### config.mk
export PLATFORM = sky130hd
export DESIGN_NAME = coproc_rom_arbiter
export DESIGN_NICKNAME = d
export VERILOG_FILES = /design/src/rtl/coproc_rom_arbiter.sv
export SDC_FILE = /design/constraint.sdc
export NUM_CORES = 1
export LEC_CHECK = 0
export CELL_PAD_IN_SITES_DETAIL_PLACEMENT = 1
export CELL_PAD_IN_SITES_GLOBAL_PLACEMENT = 1
export CORE_ASPECT_RATIO = 1.5
export CORE_MARGIN = 4
export CORE_UTILIZATION = 28
export CTS_BUF_LIST = sky130_fd_sc_hd__clkbuf_8
export CTS_CLUSTER_DIAMETER = 80
export DETAILED_ROUTE_END_ITERATION = 16
export GPL_ROUTABILITY_DRIVEN = 0
export PLACE_DENSITY_LB_ADDON = 0.05
export SLEW_MARGIN = 10
export SYNTH_ARGS = -nofsm -noshare
export SYNTH_HDL_FRONTEND = slang
export SYNTH_SLANG_ARGS = --single-unit
### constraint.sdc
create_clock -name MCLK -period 1.7 [get_ports MCLK]
set_input_delay 0.34 -clock MCLK [delete_from_list [all_inputs] [get_ports MCLK]]
set_output_delay 0.34 -clock MCLK [all_outputs]
set_load 0.02 [all_outputs]
### src/rtl/coproc_rom_arbiter.sv
// ROM-port arbiter for cartridge coprocessor mappers.
// Several requesters (CPU, coprocessor fetch/data, DMA) share one SDRAM ROM read
// port. One transaction is in flight at a time. SDRAM cycles start only on CLKREF slots.
//
// Handshake: a requester raises REQ[i] with ADDR/WORD stable and holds them until
// ACK[i] pulses for one cycle. RDATA is valid in that ACK cycle and holds until
// the next ACK. A REQ still high in the cycle after ACK counts as a new request.
// A REQ dropped before the grant is never served. Once granted, a transaction
// always completes unless MAP_ACTIVE drops, which discards it without an ACK.
module coproc_rom_arbiter #(
    parameter int          NCH    = 2,
    parameter int          AW     = 23,
    parameter int          RD_LAT = 4,
    parameter int          PRIO0  = 1,
    parameter logic [3:0]  MAP_ID = 4'h7
) (
    input  logic              MCLK,
    input  logic              RST_N,
    input  logic              ENABLE,
    input  logic              CLKREF,
    input  logic [7:0]        MAP_CTRL,
    input  logic [23:0]       ROM_MASK,
    input  logic [NCH-1:0]    REQ,
    input  logic [NCH*AW-1:0] ADDR,
    input  logic [NCH-1:0]    WORD,
    output logic [NCH-1:0]    ACK,
    output logic [15:0]       RDATA,
    output logic [AW-1:0]     ROM_ADDR,
    output logic              ROM_OE_N,
    output logic              ROM_WORD,
    input  logic [15:0]       ROM_Q,
    output logic              MAP_ACTIVE,
    output logic [1:0]        dbg_state
);

    localparam int IW = (NCH > 1) ? $clog2(NCH) : 1;

    typedef enum logic [1:0] {S_IDLE = 2'd0, S_ISSUE = 2'd1, S_WAIT = 2'd2, S_DONE = 2'd3} state_t;

    state_t          state_q, state_d;
    logic [IW-1:0]   win_q, rr_q, grant_idx;
    logic [AW-1:0]   addr_q, sel_addr, masked_addr;
    logic            word_q, lsb_q, sel_word;
    logic [3:0]      cnt_q;
    logic [15:0]     rdata_q;
    logic            grant, issue, capture, found;
    int              j;

    // Upper mask bits above AW and the low mapper-select nibble have no use here.
    logic unused_bits;
    assign unused_bits = ^{ROM_MASK, MAP_CTRL[3:0]};

    assign MAP_ACTIVE = (MAP_CTRL[7:4] == MAP_ID);
    assign dbg_state  = state_q;
    assign ROM_ADDR   = addr_q;
    assign ROM_WORD   = word_q;
    assign RDATA      = rdata_q;

    // Winner selection: optional fixed priority for ch0, else first requester at/after rr pointer.
    always_comb begin
        grant_idx = '0;
        found     = 1'b0;
        j         = 0;
        if (PRIO0 != 0 && REQ[0]) begin
            found = 1'b1;
        end
        for (int k = 0; k < NCH; k++) begin
            j = int'(rr_q) + k;
            if (j >= NCH) j = j - NCH;
            if (!found && REQ[j]) begin
                grant_idx = IW'(j);
                found     = 1'b1;
            end
        end
        sel_addr    = ADDR[int'(grant_idx)*AW +: AW];
        sel_word    = WORD[grant_idx];
        masked_addr = sel_addr & ROM_MASK[AW-1:0];
        // Word reads are always even-aligned on the SDRAM side.
        if (sel_word) masked_addr[0] = 1'b0;
    end

    // Next-state logic; MAP_ACTIVE low forces IDLE and suppresses every action.
    always_comb begin
        state_d = state_q;
        grant   = 1'b0;
        issue   = 1'b0;
        capture = 1'b0;
        case (state_q)
            S_IDLE:  if (ENABLE && (|REQ)) begin state_d = S_ISSUE; grant = 1'b1; end
            S_ISSUE: if (CLKREF) begin state_d = S_WAIT; issue = 1'b1; end
            S_WAIT:  if (cnt_q == 4'd0) begin state_d = S_DONE; capture = 1'b1; end
            S_DONE:  state_d = S_IDLE;
            default: state_d = S_IDLE;
        endcase
        if (!MAP_ACTIVE) begin
            state_d = S_IDLE;
            grant   = 1'b0;
            issue   = 1'b0;
            capture = 1'b0;
        end
    end

    // Pin outputs: read strobe from the issue slot through the wait, ACK in DONE.
    always_comb begin
        ROM_OE_N = 1'b1;
        ACK      = '0;
        if (MAP_ACTIVE && ((state_q == S_ISSUE && CLKREF) || state_q == S_WAIT)) ROM_OE_N = 1'b0;
        if (MAP_ACTIVE && state_q == S_DONE) ACK[win_q] = 1'b1;
    end

    // State register.
    always_ff @(posedge MCLK or negedge RST_N) begin
        if (!RST_N) state_q <= S_IDLE;
        else        state_q <= state_d;
    end

    // Transaction latches, latency counter, read data and round-robin pointer.
    always_ff @(posedge MCLK or negedge RST_N) begin
        if (!RST_N) begin
            win_q   <= '0;
            rr_q    <= '0;
            addr_q  <= '0;
            word_q  <= 1'b0;
            lsb_q   <= 1'b0;
            cnt_q   <= 4'd0;
            rdata_q <= 16'h0000;
        end else if (!MAP_ACTIVE) begin
            win_q   <= '0;
            rr_q    <= '0;
            addr_q  <= '0;
            word_q  <= 1'b0;
            lsb_q   <= 1'b0;
            cnt_q   <= 4'd0;
            rdata_q <= 16'h0000;
        end else begin
            if (grant) begin
                win_q  <= grant_idx;
                addr_q <= masked_addr;
                word_q <= sel_word;
                lsb_q  <= sel_addr[0];
            end
            if (issue) cnt_q <= 4'(RD_LAT - 1);
            else if (state_q == S_WAIT && cnt_q != 4'd0) cnt_q <= cnt_q - 4'd1;
            if (capture) begin
                if (word_q) rdata_q <= ROM_Q;
                else        rdata_q <= {8'h00, lsb_q ? ROM_Q[15:8] : ROM_Q[7:0]};
            end
            if (state_q == S_DONE) begin
                if (int'(win_q) == NCH - 1) rr_q <= '0;
                else                        rr_q <= IW'(int'(win_q) + 1);
            end
        end
    end

endmodule
==> metrics.txt, run 1 <==
Total Power=2.79 mW; Post-Syn Instances=between 200 and 300; # hold bufs at CTS=0; Diodes inserted=0; clk slew on worst S/H paths=0.09 ns; pre-CTS setup slack=-0.523 ns; global-route wire length before repair=14000 microns; H-Tree Depth=2; Final period util=98.3%; Post-synth EDFFs=0; Worst EP required=1.36 ns; Worst EP arrival=1.33 ns; commonest non-fill, non-tap cells in the layout=clkdlybuf4s50_1, dfrtp_1, nand2_1, nand3_1, a21oi_1; crit end category=output pin; largest net degree at the start of global routing=49; max-slew violation count=0; vias per cell=4.91; initial antenna violation count=0; Avg Inst Size Synth=9.79 sq um; DIE AREA=0.0109 sq mm; routed len/inst=roughly 17 microns; CTS Buf Count=5; LEAKAGE=slightly above 2 nW; grt total ovfl=0; most common cell after layout, fill and taps aside=clkdlybuf4s50_1; largest family of logic cells by synthesized area=simple AND/OR/NAND/NOR gates; starting density of the core=29.0%; via count=2665; row count=42; Critical Setup Path Class=reg -> out; Hold Vio Cnt, Final=4; TritonRoute pass-1 iters=4; die width=86.6 microns; Synth Area in Adders=2.89%; xor/xnor share of the synthesized area=less than 1%; 1st-iter DRT viols=a little over 50; Finish-stage setup viols=0; share of layout cells above drive strength 1=a little under a quarter; Mapped Area=around 0.0026 sq mm; YS warnings=0; post-synthesis mux area share=15.2%; chip height=126 microns; PortBufs=approximately 140; filler cell count=1034; DP Wirelength=~6500 microns; gr usage total=16.0%; worst reg-to-reg setup slack=0.03 ns; drt drc=0; layout net count=540; clk_lat worst skew=0.31 ns; Root Driver=clkbuf_8; Synth async-reset ratio=100%; RSZ-0062 raised after global routing=true; Worst Path Max Fanout=3; Synth cell types=35; Synth Area in Compound Gates=11.7%; Boundary Pins=roughly 150; Post-Syn Nets=373; run status=finished with violations; Tightest Pin Transition=just under 0.6 ns; final WL=9340 microns; Max-Cap Viols=0; register area share after synthesis=a little under half; post-route ant nets=0; minimum clock period=between 1.5 and 2 ns; core area=slightly below 0.009 sq mm; Clock Sinks=48; startpoint types=flop; CTS Buffer Depth=2; Layout Area Growth over Synthesis=82.9%; Synth Flop Type=dfrtp_1; failing checks=negative hold slack; end-of-flow core utilization=between 50% and 60%; Worst Hold Class=in -> async; number of global-route vias before repair=about 2800; achievable frequency=599 MHz; WHS=-0.00315 ns; fin worst setup slack=0.0296 ns; Worst slew margin=61.0%; Yosys reg bits=48; Post-Synth Simple-Gate Area=17.6%; worst vdd ir=0.482 mV; Layout Skew=~0.011 ns; CTS tree=done; Power Density=587 mW/mm^2
## synthesized netlist by cell type, types with 2 or more instances
library cell	instances	area [sq um]
mux2_4	7	105
nand2_1	38	143
ha_1	6	75.1
clkbuf_1	3	11.3
a211oi_1	11	82.6
nand2b_1	4	25.0
buf_4	3	22.5
o211ai_1	3	22.5
buf_2	5	25.0
nand3_1	30	150
nor3b_1	2	15.0
nor2_1	17	63.8
mux2i_1	12	120
inv_1	7	26.3
buf_8	2	30.0
buf_6	2	22.5
a21oi_1	34	170
dfrtp_1	48	1200
mux2_2	15	169
## worst max-delay path, stage by stage, from the launching register on
cell	delay [ns]
dfrtp_1	0.41
inv_2	0.08
ha_4	0.17
nand2_4	0.07
inv_2	0.03
o21ai_1	0.11
buf_4	0.15
## worst paths after layout
check | from | to | cells after the start
worst max-delay path | dbg_state[1] | ROM_OE_N | 6
worst min-delay path | RST_N | dbg_state[0] | 2
worst max register to register | cnt_q[1] | RDATA[4] | 7
worst min register to register | ROM_ADDR[15] | ROM_ADDR[15] | 2
max in group asynchronous | RST_N | cnt_q[3] | 2
min in group MCLK | ROM_ADDR[15] | ROM_ADDR[15] | 2
## metal layers
layer | vias to the layer above | track usage (%) | routed length (microns)
met4 | 0 | 4.95 | 220
met3 | 16 | 5.03 | 757
met5 | - | 0 | 0
met1 | 1300 | 17.1 | 3360
met2 | 96 | 29.1 | 5000
li1 | 1253 | - | -
## per-stage QoR
stage               setup TNS [ns]  instances  area, sq um
floorplan                        0        265         2590
global placement             -4.81        519         4240
detailed placement           -5.67        519         4240
CTS                        -0.0263        532         4430
global route                -0.215        543         4750
finish                           0        543         4750
## final cells by class
class / instances / area [sq um] / area share [%]
well taps: 110 / 138 / 2.90
clock buffers: 5 / 68.8 / 1.45
clock inverters: 3 / 90.1 / 1.90
inverters: 7 / 26.3 / 0.554
repair buffers: 177 / 1850 / 39.0
multi-input cells: 193 / 1370 / 28.9
flip-flops and latches: 48 / 1200 / 25.3
## flip-flops by register name, indices dropped and copies added (netlist names)
name / cells
RDATA: 16
ROM_ADDR: 23
ROM_WORD: 1
cnt_q: 4
dbg_state: 2
lsb_q: 1
win_q: 1
## timing repair
item | in CTS | in global routing
gates cloned | 0 | 5
buffers inserted | 5 | 6
pin swaps | 4 | 9
gates resized for setup | 25 | 38
endpoints found under the setup margin | 7 | 50
## where the power goes
group          internal, mW  switching [mW]
Sequential             1.14         0.00266
Combinational         0.326           0.172
Clock                 0.736           0.406
## kinds of logic after synthesis
| kind of cell | Yosys count |
|---|---|
| muxes | 34 |
| xor gates and xnor gates | 2 |
| DFF | 48 |
| and+or+nand+nor | 99 |
| AOI/OAI and AO/OA | 52 |
| adders and majority gates | 6 |
| buffers and inverters | 24 |
Note: power is estimated with default switching activity, not from simulation.
==> run 2, diff against run 1 <==
SLEW_MARGIN = not set   (was 10)
==> results of run 2 <==
Final layout, timing and power as in run 1 (identical DEF).
==> run 3, diff against run 2 <==
CORE_ASPECT_RATIO = 0.6   (was 1.5)
==> run 3 against run 2 <==
Net effect: sequential power hardly changed; the run still ends with negative hold slack left; final area grew 0.74%; combinational power is 1% higher; critical path depth fell by 2; routed wire length up 5.4%; final cell count is 0.55% higher; sequential share of layout area is 0.16 points lower; clock skew about the same; flip-flop and latch count unchanged.
==> metrics.txt, run 3 (synthesized netlist as in run 1, its figures left out) <==
post-route ant nets=0 (unchanged); critical path's slowest cell=dfrtp_2; Final period util=99.8% (+1.5 points); WHS=-0.00377 ns (-0.000619 ns); gr usage total=17.0% (+1.0 points); fin worst setup slack=0.00333 ns (-0.0262 ns); H-Tree Depth=2 (unchanged); core area=0.00875 sq mm (-2.0%); max reg flops=23 (unchanged); Reg area=0.00120 sq mm (+0.10%); Worst Hold Class=in -> async; Worst EP required=1.36 ns (about the same); share of layout cells above drive strength 1=24.7% (+2.0 points); achievable frequency=589 MHz (-1.5%); final WL=9840 microns (+5.4%); worst vdd ir=0.429 mV (-11%); commonest non-fill, non-tap cells in the layout=clkdlybuf4s50_1, dfrtp_1, nand2_1, nand3_1, a21oi_1; run status=finished with violations; Worst slew margin=60.2% (-0.79 points); global-route wire length before repair=14600 microns (+4.2%); row count=26 (-38%); failing checks=negative hold slack; Clock Sinks=48 (unchanged); grt total ovfl=0 (unchanged); Crit path top cell by count=buf_6; PortBufs=142 (unchanged); startpoint types=flop; Hold Vio Cnt, Final=3 (-1); routed len/inst=18.0 microns (+4.8%); initial antenna violation count=0 (unchanged); crit end category=output pin; via count=2616 (-1.8%); DIE AREA=0.0109 sq mm (+0.17%); clk slew on worst S/H paths=0.10 ns (about the same); die width=132 microns (+53%); setup TNS=0 ns (unchanged); Root Driver=clkbuf_8; CTS Buffer Depth=2 (unchanged); RSZ-0062 raised after global routing=true; critical path cell sequence=buf_6 -> ha_4 -> and3_4 -> buf_6; drt drc=0 (unchanged); CTS tree=done; clk_lat worst skew=0.31 ns (about the same); Power Density=536 mW/mm^2 (-8.7%); TritonRoute pass-1 iters=4 (unchanged); number of global-route vias before repair=2775 (-1.7%); LEAKAGE=2.16 nW (+6.0%); DP Wirelength=6900 microns (+5.9%); Placed Cells=522 (+0.58%); Finish-stage setup viols=0 (unchanged); vias per cell=4.79 (-2.4%); Post-DP Area=0.00425 sq mm (+0.24%); Boundary Pins=148 (unchanged); Layout Area Growth over Synthesis=84.2%; minimum clock period=1.70 ns (+0.0262 ns); largest stage delay on the critical path=0.46 ns (+0.05 ns); Layout Skew=0.0104 ns (-0.000321 ns); chip height=82.6 microns (-34%); pre-CTS setup slack=-0.531 ns (-0.00821 ns); 1st-iter DRT viols=63 (+24%); Max-Cap Viols=0 (unchanged); layout net count=541 (+0.19%); Tightest Pin Transition=0.598 ns (+0.0119 ns); CTS Buf Count=5 (unchanged); largest net degree at the start of global routing=49 (unchanged); crit path buf inv count=2 (-1); Critical Setup Path Class=reg -> out; multi-input logic area=0.00139 sq mm (+1.4%); Worst EP arrival=1.36 ns (+0.03 ns); Final Non-Filler Cells=546 (+0.55%); most common cell after layout, fill and taps aside=clkdlybuf4s50_1; design area=0.00478 sq mm (+0.74%); delay-heaviest family, CP=flip-flops; Worst Path Max Fanout=3 (unchanged); end-of-flow core utilization=54.6% (+1.5 points); max-slew violation count=0 (unchanged); filler cell count=984 (-4.8%); starting density of the core=29.7% (+0.61 points); # hold bufs at CTS=0 (unchanged); Diodes inserted=0 (unchanged)
==> run 3: cell count changes in the layout (fill, tap and decap cells not counted), moves of 2 or more <==
cell,delta
bufinv_16,-2
dlymetal6s2s_1,+8
buf_4,-4
inv_2,+2
dlygate4sd2_1,-2
clkdlybuf4s50_1,-7
buf_6,+5
inv_1,-2
==> run 3: layout make-up <==
cell class | count | share of cell area [%]
clock inverters | 2 | 0.811
multi-input cells | 193 | 29.1
clock buffers | 6 | 1.73
well taps | 112 | 2.93
flip-flops and latches | 48 | 25.2
repair buffers | 178 | 39.7
inverters | 7 | 0.550
==> run 3: per-stage QoR <==
stage	total power, mW	hold slack, ns
2_1_floorplan	1.32	0.0444
3_3_place_gp	1.63	0.352
3_5_place_dp	1.64	0.358
4_1_cts	2.56	0.0150
5_1_grt	2.68	0.0150
6_report	2.56	-0.00377
==> run 3: final timing paths <==
kind | startpoint | end | slack (ns) | cells past startpoint
max | dbg_state[1] | ACK[1] | 0.003 | 4
min | RST_N | cnt_q[3] | -0.004 | 2
max reg2reg | dbg_state[0] | RDATA[6] | 0.06 | 9
min reg2reg | ROM_ADDR[6] | ROM_ADDR[6] | 0.52 | 2
max in group asynchronous | RST_N | dbg_state[0] | 1.44 | 2
min in group MCLK | ROM_ADDR[6] | ROM_ADDR[6] | 0.52 | 2
==> run 3: metal layers <==
metal | track usage (%) | part of all wire (%) | vias up
li1 | - | - | 1261
met1 | 20.7 | 45 | 1268
met2 | 29.0 | 47 | 79
met3 | 7.02 | 8.0 | 8
met4 | 2.90 | 0.53 | 0
met5 | 0 | 0 | -
==> run 3: report_power, final <==
part	switching (mW)	internal, mW	leakage [nW]
combinational	0.180	0.325	1.44
clock	0.429	0.482	0.0614
sequential	0.00281	1.14	0.667
==> run 3: repair_timing <==
item                                    in CTS  in global routing
endpoints found under the setup margin      17                 55
pin swaps                                    4                 24
gates cloned                                 0                  5
setup buffers                                3                  8
gates resized for setup                     35                 52
